<file path="config.mk">
export PLATFORM = sky130hd
export DESIGN_NAME = ps2_receiver_flat
export DESIGN_NICKNAME = d
export VERILOG_FILES = /design/src/rtl/ps2_receiver_pkg.sv /design/src/rtl/ps2_receiver_if.sv /design/src/rtl/ps2_line_filter.sv /design/src/rtl/ps2_receiver.sv /design/src/flat_wrapper.sv
export SDC_FILE = /design/constraint.sdc
export NUM_CORES = 1
export LEC_CHECK = 0
export CELL_PAD_IN_SITES_DETAIL_PLACEMENT = 0
export CELL_PAD_IN_SITES_GLOBAL_PLACEMENT = 1
export CORE_MARGIN = 4
export CORE_UTILIZATION = 23
export DETAILED_ROUTE_END_ITERATION = 10
export PLACE_DENSITY_LB_ADDON = 0.1
export SETUP_SLACK_MARGIN = 0.4
export SYNTH_ARGS = -nofsm -noshare
export SYNTH_HDL_FRONTEND = slang
export SYNTH_SLANG_ARGS = --single-unit
</file>
<file path="constraint.sdc">
create_clock -name clk -period 2.09 [get_ports clk]
set_input_delay 0.418 -clock clk [delete_from_list [all_inputs] [get_ports clk]]
set_output_delay 0.418 -clock clk [all_outputs]
set_load 0.01 [all_outputs]
</file>
<file path="src/rtl/ps2_receiver_pkg.sv">
// Shared PS/2 definitions: frame states, frame length and default timing.
// Also intended for reuse by the future PS/2 transmitter.
package ps2_receiver_pkg;

    typedef enum logic [1:0] {
        IDLE,
        DATA,
        PARITY,
        STOP
    } ps2_state_e;

    localparam int FRAME_BITS        = 11;
    localparam int FILTER_LEN_DEF    = 16;
    localparam int TIMEOUT_TICKS_DEF = 340;

    function automatic logic odd_parity(input logic [7:0] d);
        return ~^d;
    endfunction

endpackage

</file>
<file path="src/rtl/ps2_receiver_if.sv">
// Received-byte bundle from the PS/2 receiver to its consumer.
interface ps2_rx_if;

    logic [7:0] rx_dat;
    logic       rx_stb;
    logic       rx_err;
    logic       busy;

    modport master (
        output rx_dat,
        output rx_stb,
        output rx_err,
        output busy
    );

    modport slave (
        input rx_dat,
        input rx_stb,
        input rx_err,
        input busy
    );

endinterface

</file>
<file path="src/rtl/ps2_line_filter.sv">
// 2-flop synchronizer plus run-length glitch filter for a PS/2 line.
module ps2_line_filter
    import ps2_receiver_pkg::*;
#(
    parameter int FILTER_LEN = FILTER_LEN_DEF
) (
    input  logic clk,
    input  logic rst,
    input  logic raw,
    output logic level,
    output logic fall
);

    localparam int CW = (FILTER_LEN > 2) ? $clog2(FILTER_LEN) : 1;
    localparam logic [CW-1:0] RUN_MAX = CW'(FILTER_LEN - 1);

    logic [1:0]    sync;
    logic [CW-1:0] run;

    // level flips only after FILTER_LEN consecutive samples disagree with it
    always_ff @(posedge clk) begin
        if (rst) begin
            sync  <= 2'b11;
            level <= 1'b1;
            run   <= '0;
            fall  <= 1'b0;
        end else begin
            sync <= {sync[0], raw};
            fall <= 1'b0;
            if (sync[1] == level) begin
                run <= '0;
            end else if (run == RUN_MAX) begin
                level <= sync[1];
                run   <= '0;
                fall  <= level;
            end else begin
                run <= run + CW'(1);
            end
        end
    end

endmodule

</file>
<file path="src/rtl/ps2_receiver.sv">
// PS/2 keyboard-to-host frame receiver: start, 8 data bits LSB first,
// odd parity, stop; with frame timeout driven by the sixus tick.
module ps2_receiver
    import ps2_receiver_pkg::*;
#(
    parameter int FILTER_LEN    = FILTER_LEN_DEF,
    parameter int TIMEOUT_TICKS = TIMEOUT_TICKS_DEF
) (
    input  logic     clk,
    input  logic     rst,
    input  logic     sixus,
    input  logic     ps2_clk_in,
    input  logic     ps2_dat_in,
    ps2_rx_if.master rx
);

    localparam int TW = $clog2(TIMEOUT_TICKS + 1);
    localparam logic [TW-1:0] TMO_LAST = TW'(TIMEOUT_TICKS - 1);

    logic          clk_filt;
    logic          clk_fall;
    logic          fall;
    logic [1:0]    dat_sync;
    logic          dat;
    ps2_state_e    state;
    logic [2:0]    bit_cnt;
    logic [7:0]    shreg;
    logic          par_bit;
    logic [TW-1:0] tmo;

    ps2_line_filter #(
        .FILTER_LEN(FILTER_LEN)
    ) u_clk_filter (
        .clk  (clk),
        .rst  (rst),
        .raw  (ps2_clk_in),
        .level(clk_filt),
        .fall (clk_fall)
    );

    assign fall    = clk_fall & ~clk_filt;
    assign dat     = dat_sync[1];
    assign rx.busy = (state != IDLE);

    always_ff @(posedge clk) begin
        if (rst) begin
            dat_sync <= 2'b11;
        end else begin
            dat_sync <= {dat_sync[0], ps2_dat_in};
        end
    end

    always_ff @(posedge clk) begin
        if (rst) begin
            state     <= IDLE;
            bit_cnt   <= '0;
            shreg     <= '0;
            par_bit   <= 1'b0;
            tmo       <= '0;
            rx.rx_dat <= '0;
            rx.rx_stb <= 1'b0;
            rx.rx_err <= 1'b0;
        end else begin
            rx.rx_stb <= 1'b0;
            rx.rx_err <= 1'b0;
            if (fall) begin
                tmo <= '0;
                unique case (state)
                    IDLE: begin
                        if (!dat) begin
                            state   <= DATA;
                            bit_cnt <= '0;
                        end else begin
                            rx.rx_err <= 1'b1;
                        end
                    end
                    DATA: begin
                        shreg   <= {dat, shreg[7:1]};
                        bit_cnt <= bit_cnt + 3'd1;
                        if (bit_cnt == 3'd7) begin
                            state <= PARITY;
                        end
                    end
                    PARITY: begin
                        par_bit <= dat;
                        state   <= STOP;
                    end
                    STOP: begin
                        state <= IDLE;
                        if (dat && ^{shreg, par_bit}) begin
                            rx.rx_dat <= shreg;
                            rx.rx_stb <= 1'b1;
                        end else begin
                            rx.rx_err <= 1'b1;
                        end
                    end
                    default: state <= IDLE;
                endcase
            end else if (state == IDLE) begin
                tmo <= '0;
            end else if (sixus) begin
                // a stalled frame is abandoned so the next one can sync
                if (tmo == TMO_LAST) begin
                    state     <= IDLE;
                    tmo       <= '0;
                    rx.rx_err <= 1'b1;
                end else begin
                    tmo <= tmo + TW'(1);
                end
            end
        end
    end

endmodule

</file>
<file path="src/flat_wrapper.sv">
// flat-port wrapper written by rule: the top's interface ports become plain ports
module ps2_receiver_flat import ps2_receiver_pkg::*;
#(
    parameter int FILTER_LEN    = FILTER_LEN_DEF,
    parameter int TIMEOUT_TICKS = TIMEOUT_TICKS_DEF
)
  (clk, rst, sixus, ps2_clk_in, ps2_dat_in, rx_rx_dat, rx_rx_stb, rx_rx_err, rx_busy);
  ps2_rx_if rx_i ();
  input  logic clk;
  input  logic rst;
  input  logic sixus;
  input  logic ps2_clk_in;
  input  logic ps2_dat_in;
  output wire logic [$bits(rx_i.rx_dat)-1:0] rx_rx_dat;
  output wire logic [$bits(rx_i.rx_stb)-1:0] rx_rx_stb;
  output wire logic [$bits(rx_i.rx_err)-1:0] rx_rx_err;
  output wire logic [$bits(rx_i.busy)-1:0] rx_busy;
  assign rx_rx_dat = rx_i.rx_dat;
  assign rx_rx_stb = rx_i.rx_stb;
  assign rx_rx_err = rx_i.rx_err;
  assign rx_busy = rx_i.busy;
  ps2_receiver #(.FILTER_LEN(FILTER_LEN), .TIMEOUT_TICKS(TIMEOUT_TICKS)) u_core (.clk(clk), .rst(rst), .sixus(sixus), .ps2_clk_in(ps2_clk_in), .ps2_dat_in(ps2_dat_in), .rx(rx_i));
endmodule
</file>
==> impl_metrics.yaml <==
outcome:
  status: "completed"
grt:
  grt_pass1_vias: 1398
  busiest_layer: "met2"
  grtUsageMet1: 0.122
  grt_util_all_layers: 0.0872
  grt_overflow: 0
  grtUsageMet2: 0.129
  grt_max_degree: 43
  antenna_found_initial: 0
  grt_pass1_wl_um: 6960
  use_met3: 0.0215
critical_path:
  cp.required_ps: 2320
  endpoint_kind: "flop"
  critPathLaunchType: "flop"
  crit_type: "reg -> reg"
  cp.arrival_ps: 1980
  crit_fanout: 9
floorplanning:
  rows: 33
  initial_core_util: 0.239
  ios: 16
  core-area_um2: 8300
  die_w_um: 101
  die_area_um2: 10200
  fp.dieH_um: 101
flow_run:
  cap_violations: 0
route:
  dr.pass1.iters: 4
  vias: 1422
  dr.first_iter.drc_count: 63
  drc: 0
  viasPerCell: 4.26
  avgRoutedWirePerCell_um: 12.4
  wl_um: 4130
  detail-route-antenna-nets: 0
placement:
  place_hpwl_um: 2850
  preCtsSetupSlack_ps: 105
  routabilityCongestion: 0.720
  dp.cells: 325
  place_area_um2: 2310
  io_buffers: 15
timing:
  final.min_clock_period_ps: 1750
  setup_tns_ps: 0
  hold-worst-slack_ps: 421
  worst_slack_ps: 338
  fin_skew_ps: 7.14
  hold_violations: 0
  setup_viol: 0
  drv_slew: 0
  grt_setup_unrepaired: "true"
  fmax_mhz: 571
  slew_headroom: 0.739
  tightest_slew_ps: 386
  finalCritPeriodShare: 0.838
clock_network:
  cts-hold-fix-buffers: 0
  cts_root_buf: "clkbuf_8"
  cts_tree: "built"
  clk_path_buf_depth: 2
  htreeDepth: 2
  clock-sinks: 43
  cts.clk_slew.worst_paths_ps: 90
  clkLatencyLatePin_ps: 300
  cts_made_buffers: 5
logic_synthesis:
  synth.top_cell.area_share: 0.434
  synthMuxAreaShare: 0.102
  synthXorXnorAreaFrac: 0.0903
  synth_compound_area_frac: 0.0663
  synth_area_leaders: "dfxtp_1 43%, mux2i_1 9.1%, nand2b_1 5.7%, ha_1 5.1%, xnor2_1 4.4%"
  synth_top_area_cell: "dfxtp_1"
  syn-instance-count: 206
  synth_simple_gate_area_frac: 0.220
  syn_nets: 219
  ys_warn_count: 0
  syn_avg_cell_area_um2: 9.62
  synth-seq-area-share: 0.434
  synth_top_family_by_area: "simple AND/OR/NAND/NOR gates"
  synth_cell_types: 38
  netlist_area_um2: 1980
  postSynthRegisterBits: 43
  synth_fa_ha_area_frac: 0.0505
pwr:
  finalPower_mw: 1.58
  ir_drop_mv: 0.247
  leakagePower_nw: 0.905
  power.density_nw_per_um2: 641
final_layout:
  final_cell_mix: "38 x dfxtp_1, 19 x nor2_1, 18 x mux2i_1, 18 x nand2b_1, 14 x clkdlybuf4s50_1"
  fin_cells: 334
  fin_area_um2: 2470
  final_common_cell: "dfxtp_1"
  utilization: 0.298
  fill_cells: 860
  final_nets: 241
  drive_gt1_frac: 0.166
  area_delta_synth_final_pct: 24.7
  antenna_cells: 0
hold_path:
  min_path_type: "reg -> reg"
-- repair_timing --
item,in CTS,in global routing
setup endpoints to repair,17,17
buffers inserted,0,1
hold endpoints to repair,0,0
resized for setup,7,9
pin swaps,0,3
-- layer usage --
layer  wire length (um)  part of all wire
met1               2180              0.53
met2               1740              0.42
met3                133             0.032
met4                 72             0.017
met5                  0                 0
-- registers in the layout, indices dropped and copies added, names as in the netlist --
register                   cells
u_core.par_bit                 1
u_core.dat_sync                2
u_core.rx.rx_dat               8
u_core.u_clk_filter.level      1
u_core.tmo                     9
u_core.rx.rx_stb               1
u_core.shreg                   8
u_core.state                   2
u_core.bit_cnt                 3
u_core.u_clk_filter.fall       1
u_core.u_clk_filter.run        4
u_core.u_clk_filter.sync       2
u_core.rx.rx_err               1
-- worst max-delay path, cell delays in order (launching register included) --
cell and delay [ps]:
dfxtp_2 350, xor3_2 460, or3_4 350, mux2i_4 160
buf_8 170, mux2i_1 190
-- power breakdown --
group / internal (mW) / leakage, nW / switching [mW]
Sequential: 0.823 / 0.350 / 0.00266
Combinational: 0.0255 / 0.493 / 0.0284
Clock: 0.393 / 0.0618 / 0.310
-- kinds of logic after synthesis --
logic type,after synthesis
simple gates,81
xor+xnor,17
buf+inv,19
fa+ha+maj,8
mux,19
flops,43
compound gates,19
-- synthesized netlist by cell type --
master and instances:
a31oi_1 2, a311oi_1 1, nor4b_1 2, dfxtp_1 43, nand4b_1 1, nand3_1 7, inv_1 9, mux2i_4 1
a32oi_1 1, o2111ai_1 1, o32ai_1 2, nor4_1 2, o21ai_0 4, xnor3_2 1, or2b_1 2, or3_4 1
clkbuf_1 10, xor2_1 5, a22oi_1 2, nor2b_1 3, and3b_1 1, mux2i_1 18, or4_1 1, a211o_1 1
a41oi_1 1, xnor2_1 10, nor3_1 3, a21oi_1 3, nand4_1 3, nand3b_1 1, nand2_1 9, and3_1 1
nand2b_1 18, xor3_1 1, ha_1 8, or2_2 4, nor2_1 22, o21a_1 1
-- final timing paths --
check | endpoint | cells past startpoint | start | slack (ps)
min reg2reg | u_core.dat_sync[1]$_SDFF_PP1_ | 1 | u_core.dat_sync[0]$_SDFF_PP1_ | 420
max reg2reg | u_core.rx.rx_dat[5]$_SDFFE_PP0P_ | 5 | u_core.shreg[0]$_SDFFE_PP0P_ | 340
min | u_core.dat_sync[1]$_SDFF_PP1_ | 1 | u_core.dat_sync[0]$_SDFF_PP1_ | 420
max | u_core.rx.rx_dat[5]$_SDFFE_PP0P_ | 5 | u_core.shreg[0]$_SDFFE_PP0P_ | 340
-- layout make-up --
type                       count  area [um2]  share of cell area
tap                          105         131              0.0532
timing repair buffer          25         245              0.0992
clock inverter                 2        38.8              0.0157
inverter                       9        33.8              0.0137
sequential                    43         867               0.351
multi-input combinational    144        1070               0.434
clock buffer                   6        82.6              0.0334
No activity file was read; power rests on OpenSTA's default activity.
